==> src/rtl/inverter.sv <==
// Bitwise inverter with a clocked monitor alongside it: registered inverse,
// per-bit edge pulses and a saturating switching-activity counter.
module inverter #(
    parameter int unsigned WIDTH = 1,
    parameter int unsigned CNT_W = 16
) (
    input  logic             clk,
    input  logic             rst,
    input  logic [WIDTH-1:0] a,
    output logic [WIDTH-1:0] y,
    output logic [WIDTH-1:0] y_q,
    output logic [WIDTH-1:0] rise,
    output logic [WIDTH-1:0] fall,
    output logic             any_toggle,
    input  logic             clr_cnt,
    output logic [CNT_W-1:0] toggle_cnt
);

    logic [WIDTH-1:0] inv_q, inv_d;
    logic [WIDTH-1:0] a_prev_q, a_prev_d;
    logic [WIDTH-1:0] rise_q, rise_d;
    logic [WIDTH-1:0] fall_q, fall_d;
    logic             tog_q, tog_d;
    logic [CNT_W-1:0] cnt_q, cnt_d;
    logic [WIDTH-1:0] diff;

    // Primary gate path: independent of clk, rst and all monitor state.
    assign y = ~a;

    always_comb begin
        diff     = a ^ a_prev_q;
        inv_d    = ~a;
        a_prev_d = a;
        rise_d   = a & ~a_prev_q;
        fall_d   = ~a & a_prev_q;
        tog_d    = |diff;
        cnt_d    = cnt_q;
        // Clear beats increment; the counter saturates at all ones.
        if (clr_cnt) begin
            cnt_d = '0;
        end else if ((|diff) && (cnt_q != {CNT_W{1'b1}})) begin
            cnt_d = cnt_q + CNT_W'(1);
        end
    end

    always_ff @(posedge clk or posedge rst) begin
        if (rst) begin
            inv_q    <= {WIDTH{1'b1}};
            a_prev_q <= '0;
            rise_q   <= '0;
            fall_q   <= '0;
            tog_q    <= 1'b0;
            cnt_q    <= '0;
        end else begin
            inv_q    <= inv_d;
            a_prev_q <= a_prev_d;
            rise_q   <= rise_d;
            fall_q   <= fall_d;
            tog_q    <= tog_d;
            cnt_q    <= cnt_d;
        end
    end

    assign y_q        = inv_q;
    assign rise       = rise_q;
    assign fall       = fall_q;
    assign any_toggle = tog_q;
    assign toggle_cnt = cnt_q;

endmodule

==> config.mk <==
export PLATFORM = sky130hd
export DESIGN_NAME = inverter
export DESIGN_NICKNAME = d
export VERILOG_FILES = /design/src/rtl/inverter.sv
export SDC_FILE = /design/constraint.sdc
export NUM_CORES = 1
export LEC_CHECK = 0
export CORE_UTILIZATION = 52
export CTS_BUF_LIST = sky130_fd_sc_hd__clkbuf_4 sky130_fd_sc_hd__clkbuf_8 sky130_fd_sc_hd__clkbuf_16
export DETAILED_ROUTE_END_ITERATION = 16
export PLACE_DENSITY = 0.81
export SYNTH_ARGS = -nofsm -noshare
export SYNTH_HDL_FRONTEND = slang
export SYNTH_SLANG_ARGS = --single-unit
==> constraint.sdc <==
create_clock -name clk -period 4.9 [get_ports clk]
set_input_delay 0.98 -clock clk [delete_from_list [all_inputs] [get_ports clk]]
set_output_delay 0.98 -clock clk [all_outputs]
set_load 0.02 [all_outputs]
; ---- Word-level counts from Yosys, hierarchy flattened
; Index checks and enable logic that the tools add are counted.
[word_totals]
mem_bits_rw = 0
mem_count = 0
in_bits = 4
mem_bits_ro = 0
latchBits = 0
wordCells = 17
reg_bits = 21
output_inout_bits = 21
[op_classes]
shift = 0
n_addsub = 1
div = 0
magnitude_cmp = 0
mul = 0
eq_ne = 1
n_mux = 2
reduce_logical = 2
n_bitwise = 5
[op_table]
columns = cell, count
row1 = two-way mux 16 bit, 2
row2 = adder 16 x 1 -> 16 bit (second input constant), 1
row3 = inequality test 16 bit (second input constant), 1
row4 = AND 1 bit, 2
row5 = inverter 1 bit, 2
row6 = nonzero test 2 bit, 1
row7 = logical AND 1 bit, 1
row8 = XOR 1 bit, 1

; ---- Longest topological paths before layout
; Gate-level depths: netlist of run 1.
[depth]
word_depth = 4
depth_mapped = 7
depth_no_buf = 6

; ---- Worst setup path before layout of run 1
; Ideal clock, no wire load.
[synth_timing]
kind = input-to-reg
startpoint = input a
endpoint = register cnt_q[11], in the netlist toggle_cnt[11]
required_time_ns = 4.822
n_path_buf = 1
stages = 7
arrival_time_ns = 2.580
setup_ns = 0.078
setup_slack_ns = 2.242
cell_sequence = inv_1 -> ha_1 -> and4b_1 -> buf_2 -> nand2_1 -> or4_1 -> a21oi_1
[synth_between]
elab_chain_len = 3
[synth_rtl]
columns = element, line_no
row1 = "start, declared", 9  ; input logic [WIDTH-1:0] a,
row2 = XOR 1 bit, 31  ; diff = a ^ a_prev_q;
row3 = logical AND 1 bit, 41  ; end else if ((|diff) && (cnt_q != {CNT_W{1'b1}})) begin
row4 = nonzero test 2 bit (no source line), n/a
row5 = "end signal, assigned", 60  ; cnt_q <= cnt_d;
row6 = "end, declared", 24  ; logic [CNT_W-1:0] cnt_q, cnt_d;
; No other way between the ends.
; A chain may end at the register's enable or synchronous reset.

; ---- Worst setup path after layout of run 1
[layout_timing]
startpoint = input a
endpoint = output y
[layout_between]
elab_chain_len = 1
[layout_rtl]
columns = element, line_no
row1 = inverter 1 bit, 28  ; assign y = ~a;
row2 = "end, declared", 10  ; output logic [WIDTH-1:0] y,
; No other way between the ends.

==> results_dict.tcl, run 1 <==
set metrics [dict create \
    crit_path_end_kind "output port" \
    clock_skew_ns 0.00985 \
    yosysUniqueCellTypes 33 \
    cp.required_ns 3.92 \
    worst_pin_slew_ns 0.869 \
    yosysTopAreaCell "dfrtp_1" \
    initial_core_util 0.550 \
    power.density_mw_per_mm2 227 \
    fin_nets 136 \
    insertion_delay_ns 0.30 \
    cp-start-kind "input pin" \
    port_buffers 24 \
    final-seq-area_um2 527 \
    worst_hold_slack_ns 0.550 \
    clockBufferDepth 2 \
    setup_viol 0 \
    netlist.area_leader.share 0.469 \
    synth-xor-area-share 0.00821 \
    rsz0062_at_grt "false" \
    area_growth_pct 24.9 \
    multi_input_area_um2 487 \
    p_leak_nw 0.536 \
    fin_crit_ns 3.12 \
    synth_cells 105 \
    wl_per_cell_um 14.8 \
    dp.final_hpwl_um 1630 \
    grt_start_max_net_pins 22 \
    postLayoutCoreUtil 0.686 \
    syn_area_per_cell_um2 10.2 \
    grt_pass1_wl_um 3640 \
    n_fill_cell 157 \
    netlist_top_cells_area "dfrtp_1, a21oi_1, ha_1" \
    min_period_over_period 0.638 \
    maxSlewViolCount 0 \
    cts_resized 0 \
    drc 0 \
    drive_gt1_frac 0.0859 \
    rows 16 \
    drt-total-wl_um 2300 \
    clock_tree.root_cell "clkbuf_4" \
    viasPerCell 5.95 \
    grt_pass1_vias 789 \
    grt_use_total 0.234 \
    seq_area_frac_synth 0.494 \
    post_cts_buffers 0 \
    cts_buffers 3 \
    synth_top_family_by_area "simple AND/OR/NAND/NOR gates" \
    boundaryPins 25 \
    syn-num-nets 112 \
    hold_class "reg2reg" \
    gp_congestion 0.771 \
    synth_compound_area_frac 0.138 \
    ant_nets 0 \
    clk_pin_slew_ns 0.11 \
    dieArea_mm2 0.00224 \
    synthMuxAreaShare 0.00938 \
    clock_sinks 21 \
    drv_cap 0 \
    fin_ws_ns 1.78 \
    die_x_um 47.3 \
    cp_max_fo 3 \
    worstSetupPathType "in2out" \
    cts_hold_buffers 0 \
    max-vdd-ir-drop_mv 0.153 \
    async_flop_share 1.00 \
    setup_tns_ns 0 \
    synthAdderAreaFrac 0.0352 \
    synth_edf_count 0 \
    syn_area_mm2 0.00107 \
    yosysWarnings 0 \
    antenna_found_initial 0 \
    overflow 0 \
    die_y_um 47.3 \
    fmax_mhz 320 \
    maxSlewHeadroom 0.418 \
    synthMostInstantiatedCell "dfrtp_1" \
    cts_tree "done" \
    hold_viol 0 \
    synth_common_cells "dfrtp_1, a21oi_1, nand2_1" \
    via_count 922 \
    drt_iter0_drc 24 \
    instances_no_fill 155 \
    core_region_area_mm2 0.00194 \
    place_inst 151 \
    outcome "finished, final reports clean" \
    dp_slack_ns 1.54 \
    h-tree-depth 1 \
    synth-seq-cells 21 \
    crit_arrival_ns 2.14 \
    synth-main-ff-cell "dfrtp_1" \
    num_antenna_cells 0 \
    dr.pass1.iters 4 \
    synth_simple_gate_area_frac 0.265 \
]
-- cells in the final DEF (no fill, tap or decap), types with 2 or more instances in the layout --
cell type | synthesis | layout
or3_1 | 5 | 5
nand4_1 | 3 | 3
nor2_1 | 6 | 6
or4_1 | 5 | 5
nand2_1 | 10 | 10
clkbuf_4 | 0 | 4
inv_1 | 4 | 4
o21ai_0 | 5 | 5
nand2b_1 | 2 | 2
ha_1 | 3 | 3
a21oi_1 | 11 | 11
dfrtp_1 | 20 | 20
clkdlybuf4s50_1 | 0 | 24
and4_1 | 2 | 2
nor3_1 | 4 | 4
o31ai_1 | 5 | 5
-- area by class of cell --
class,instances,area share
clock buffer,4,0.0225
inverter,4,0.0113
multi-input combinational,75,0.365
sequential,21,0.395
tap,27,0.0254
timing repair buffer,24,0.180
-- metrics by stage --
step | instance area (µm²) | total power (W)
finish | 1330 | 0.000303
global route | 1330 | 0.000312
CTS | 1330 | 0.000304
detailed placement | 1300 | 0.000218
global placement | 1300 | 0.000217
floorplan | 1070 | 0.000203
-- cells by family after synthesis --
logic type	count (synthesis)
compound gates	25
xor+xnor	1
fa+ha+maj	3
buf+inv	9
flops	21
mux	1
simple gates	45
-- critical path, stage by stage --
cell	delay [ns]
clkdlybuf4s50_1	0.44
inv_1	0.12
clkdlybuf4s50_1	0.61
-- path summary, 6_finish.rpt --
kind                                from              to  slack, ns  cells past startpoint
min in group asynchronous            rst  toggle_cnt[11]       1.11                      2
max in group asynchronous            rst   toggle_cnt[4]       3.30                      2
max reg2reg                toggle_cnt[0]  toggle_cnt[13]       2.63                      5
min reg2reg                     a_prev_q            fall       0.55                      1
min                             a_prev_q            fall       0.55                      1
max                                    a               y       1.78                      3
-- power by group --
group          internal (W)  switching, W   total, W  leakage (nW)
Sequential         0.000178    0.00000426   0.000182         0.282
Clock             0.0000372     0.0000508  0.0000881        0.0184
Combinational     0.0000140     0.0000183  0.0000323         0.236
-- layer usage --
layer | vias to the layer above | track usage | wire length [µm]
met5 | - | 0 | 0
met4 | 0 | 0.0857 | 35
met3 | 4 | 0.0346 | 119
met2 | 33 | 0.395 | 1200
met1 | 444 | 0.304 | 947
li1 | 441 | - | -
-- state kept, by name, summed over array words and instances, names as in the netlist --
name        count
a_prev_q        1
any_toggle      1
fall            1
rise            1
toggle_cnt     16
y_q             1
(Power assumes the default switching activity.)
==> run 2: changes to the inputs <==
CORE_UTILIZATION = 43   (was 52)
PLACE_DENSITY = 0.71   (was 0.81)
clock period = 2.63 ns   (was 4.9 ns; I/O delays follow)
==> run 2 against run 1 <==
Compared with the run above: global-route usage is 3.1 points lower; first-iteration DRC count increased by 25%; utilization shrank 8.8 points; cell count grew 3.2%; sequential share of layout area fell by 0.84 points; clock skew down 0.0050 ns; register-to-register slack worse by 2.1 ns; critical path type is now in2reg; largest power group unchanged.
==> results_dict.tcl, run 2 (synthesized netlist as in run 1, its figures left out) <==
set metrics [dict create \
    outcome "finished, final reports clean" \
    p_switching_w 0.000142 \
    viasPerCell 5.73 \
    crit_slowest_cell "or4_1" \
    largest_reg_flops 16 \
    place_inst 156 \
    cts_buffers 3 \
    core_region_area_mm2 0.00228 \
    grt_pass1_vias 914 \
    num_antenna_cells 0 \
    setup_tns_ns 0 \
    setup_viol 0 \
    cts_resized 0 \
    grt_start_max_net_pins 22 \
    port_buffers 24 \
    antenna_found_initial 0 \
    rows 17 \
    wl_per_cell_um 14.4 \
    max-vdd-ir-drop_mv 0.283 \
    path_cells "clkdlybuf4s50_1 -> inv_1 -> ha_1 -> and4b_1 -> nand2_1 -> or4_1 -> a21oi_1" \
    mostFrequentLayoutCell "clkdlybuf4s50_1" \
    clockBufferDepth 2 \
    crit_path_end_kind "register" \
    ant_nets 0 \
    internal-power_w 0.000417 \
    clock_tree.root_cell "clkbuf_4" \
    hold_class "reg2reg" \
    final_cell_mix "clkdlybuf4s50_1, dfrtp_1, a21oi_1, nand2_1, nor2_1" \
    switching_share 0.255 \
    dpl_cell_area_mm2 0.00133 \
    cts_tree "done" \
    dieArea_mm2 0.00269 \
    worstSetupPathType "in2reg" \
    min_period_over_period 0.879 \
    cp_max_fo 9 \
    drt-total-wl_um 2300 \
    initial_core_util 0.469 \
    die_x_um 51.8 \
    fin_crit_ns 2.31 \
    gp_congestion 0.768 \
    clock_skew_ns 0.00481 \
    crit_arrival_ns 2.54 \
    h-tree-depth 1 \
    final_cell_area_mm2 0.00136 \
    rsz0062_at_grt "false" \
    grt_use_total 0.203 \
    worst_hold_slack_ns 0.532 \
    dr.pass1.iters 5 \
    worst_pin_slew_ns 0.773 \
    via_count 917 \
    drv_cap 0 \
    clockPowerShare 0.281 \
    cp.required_ns 2.85 \
    area_growth_pct 27.6 \
    combPwrFrac 0.113 \
    cpPeakStageDelay_ns 0.52 \
    instances_no_fill 160 \
    fmax_mhz 432 \
    drive_gt1_frac 0.114 \
    post_cts_buffers 0 \
    fin_nets 140 \
    drc 0 \
    hold_viol 0 \
    power.density_mw_per_mm2 411 \
    die_y_um 51.8 \
    clk_pin_slew_ns 0.12 \
    maxSlewHeadroom 0.484 \
    cp-start-kind "input pin" \
    p_leak_nw 0.556 \
    overflow 0 \
    boundaryPins 25 \
    power_frac_seq 0.606 \
    grt_pass1_wl_um 4070 \
    insertion_delay_ns 0.30 \
    cts_hold_buffers 0 \
    dp.final_hpwl_um 1600 \
    drt_iter0_drc 30 \
    clock_sinks 21 \
    maxSlewViolCount 0 \
    postLayoutCoreUtil 0.598 \
]
run 2: cell count changes in the layout (fill, tap and decap cells not counted), sizes merged:
cell    before  now
clkbuf       4    3
buf          0    4
clkinv       0    1
run 2: routing by layer:
metal / track usage / vias to the layer above / wire (µm)
li1: - / 442 / -
met1: 0.259 / 446 / 1050
met2: 0.350 / 27 / 1140
met3: 0.0263 / 2 / 99
met4: 0.0676 / 0 / 13
met5: 0 / - / 0
run 2: power by group through the flow:
stage	Combinational, W	Sequential, W	Clock (W)
floorplan	0.0000256	0.000353	0
global placement	0.0000636	0.000345	0
detailed placement	0.0000642	0.000345	0
CTS	0.0000645	0.000339	0.000162
global route	0.0000705	0.000340	0.000175
finish	0.0000634	0.000339	0.000157
run 2: critical path: cells and delay by family:
kind,cells,cell delay (ns)
AOI/OAI and AO/OA,1,0.15
adders and majority gates,1,0.33
buffers and inverters,2,0.55
and+or+nand+nor,3,0.98
run 2: path summary, 6_finish.rpt:
kind	from	to	slack, ns	cells past startpoint
worst max-delay path	a	toggle_cnt[11]	0.32	7
worst max register to register	toggle_cnt[0]	toggle_cnt[9]	0.53	6
min in group asynchronous	rst	toggle_cnt[10]	0.66	2
worst min-delay path	a_prev_q	fall	0.53	1
worst min register to register	a_prev_q	fall	0.53	1
max in group asynchronous	rst	toggle_cnt[1]	1.49	2
run 2: area by class of cell:
cell class                 instances  area (µm²)
inverter                           4        15.0
timing repair buffer              28         270
fill                             214         915
clock buffer                       3        22.5
clock inverter                     1        5.00
multi-input combinational         75         487
tap                               28        35.0
sequential                        21         527
run 2: stage by stage:
stage / setup slack [ns] / power, W
after floorplan: 0.426 / 0.000379
after global placement: 0.0765 / 0.000408
after detailed placement: 0.00789 / 0.000409
after CTS: 0.330 / 0.000565
after global routing: 0.198 / 0.000585
final: 0.317 / 0.000559
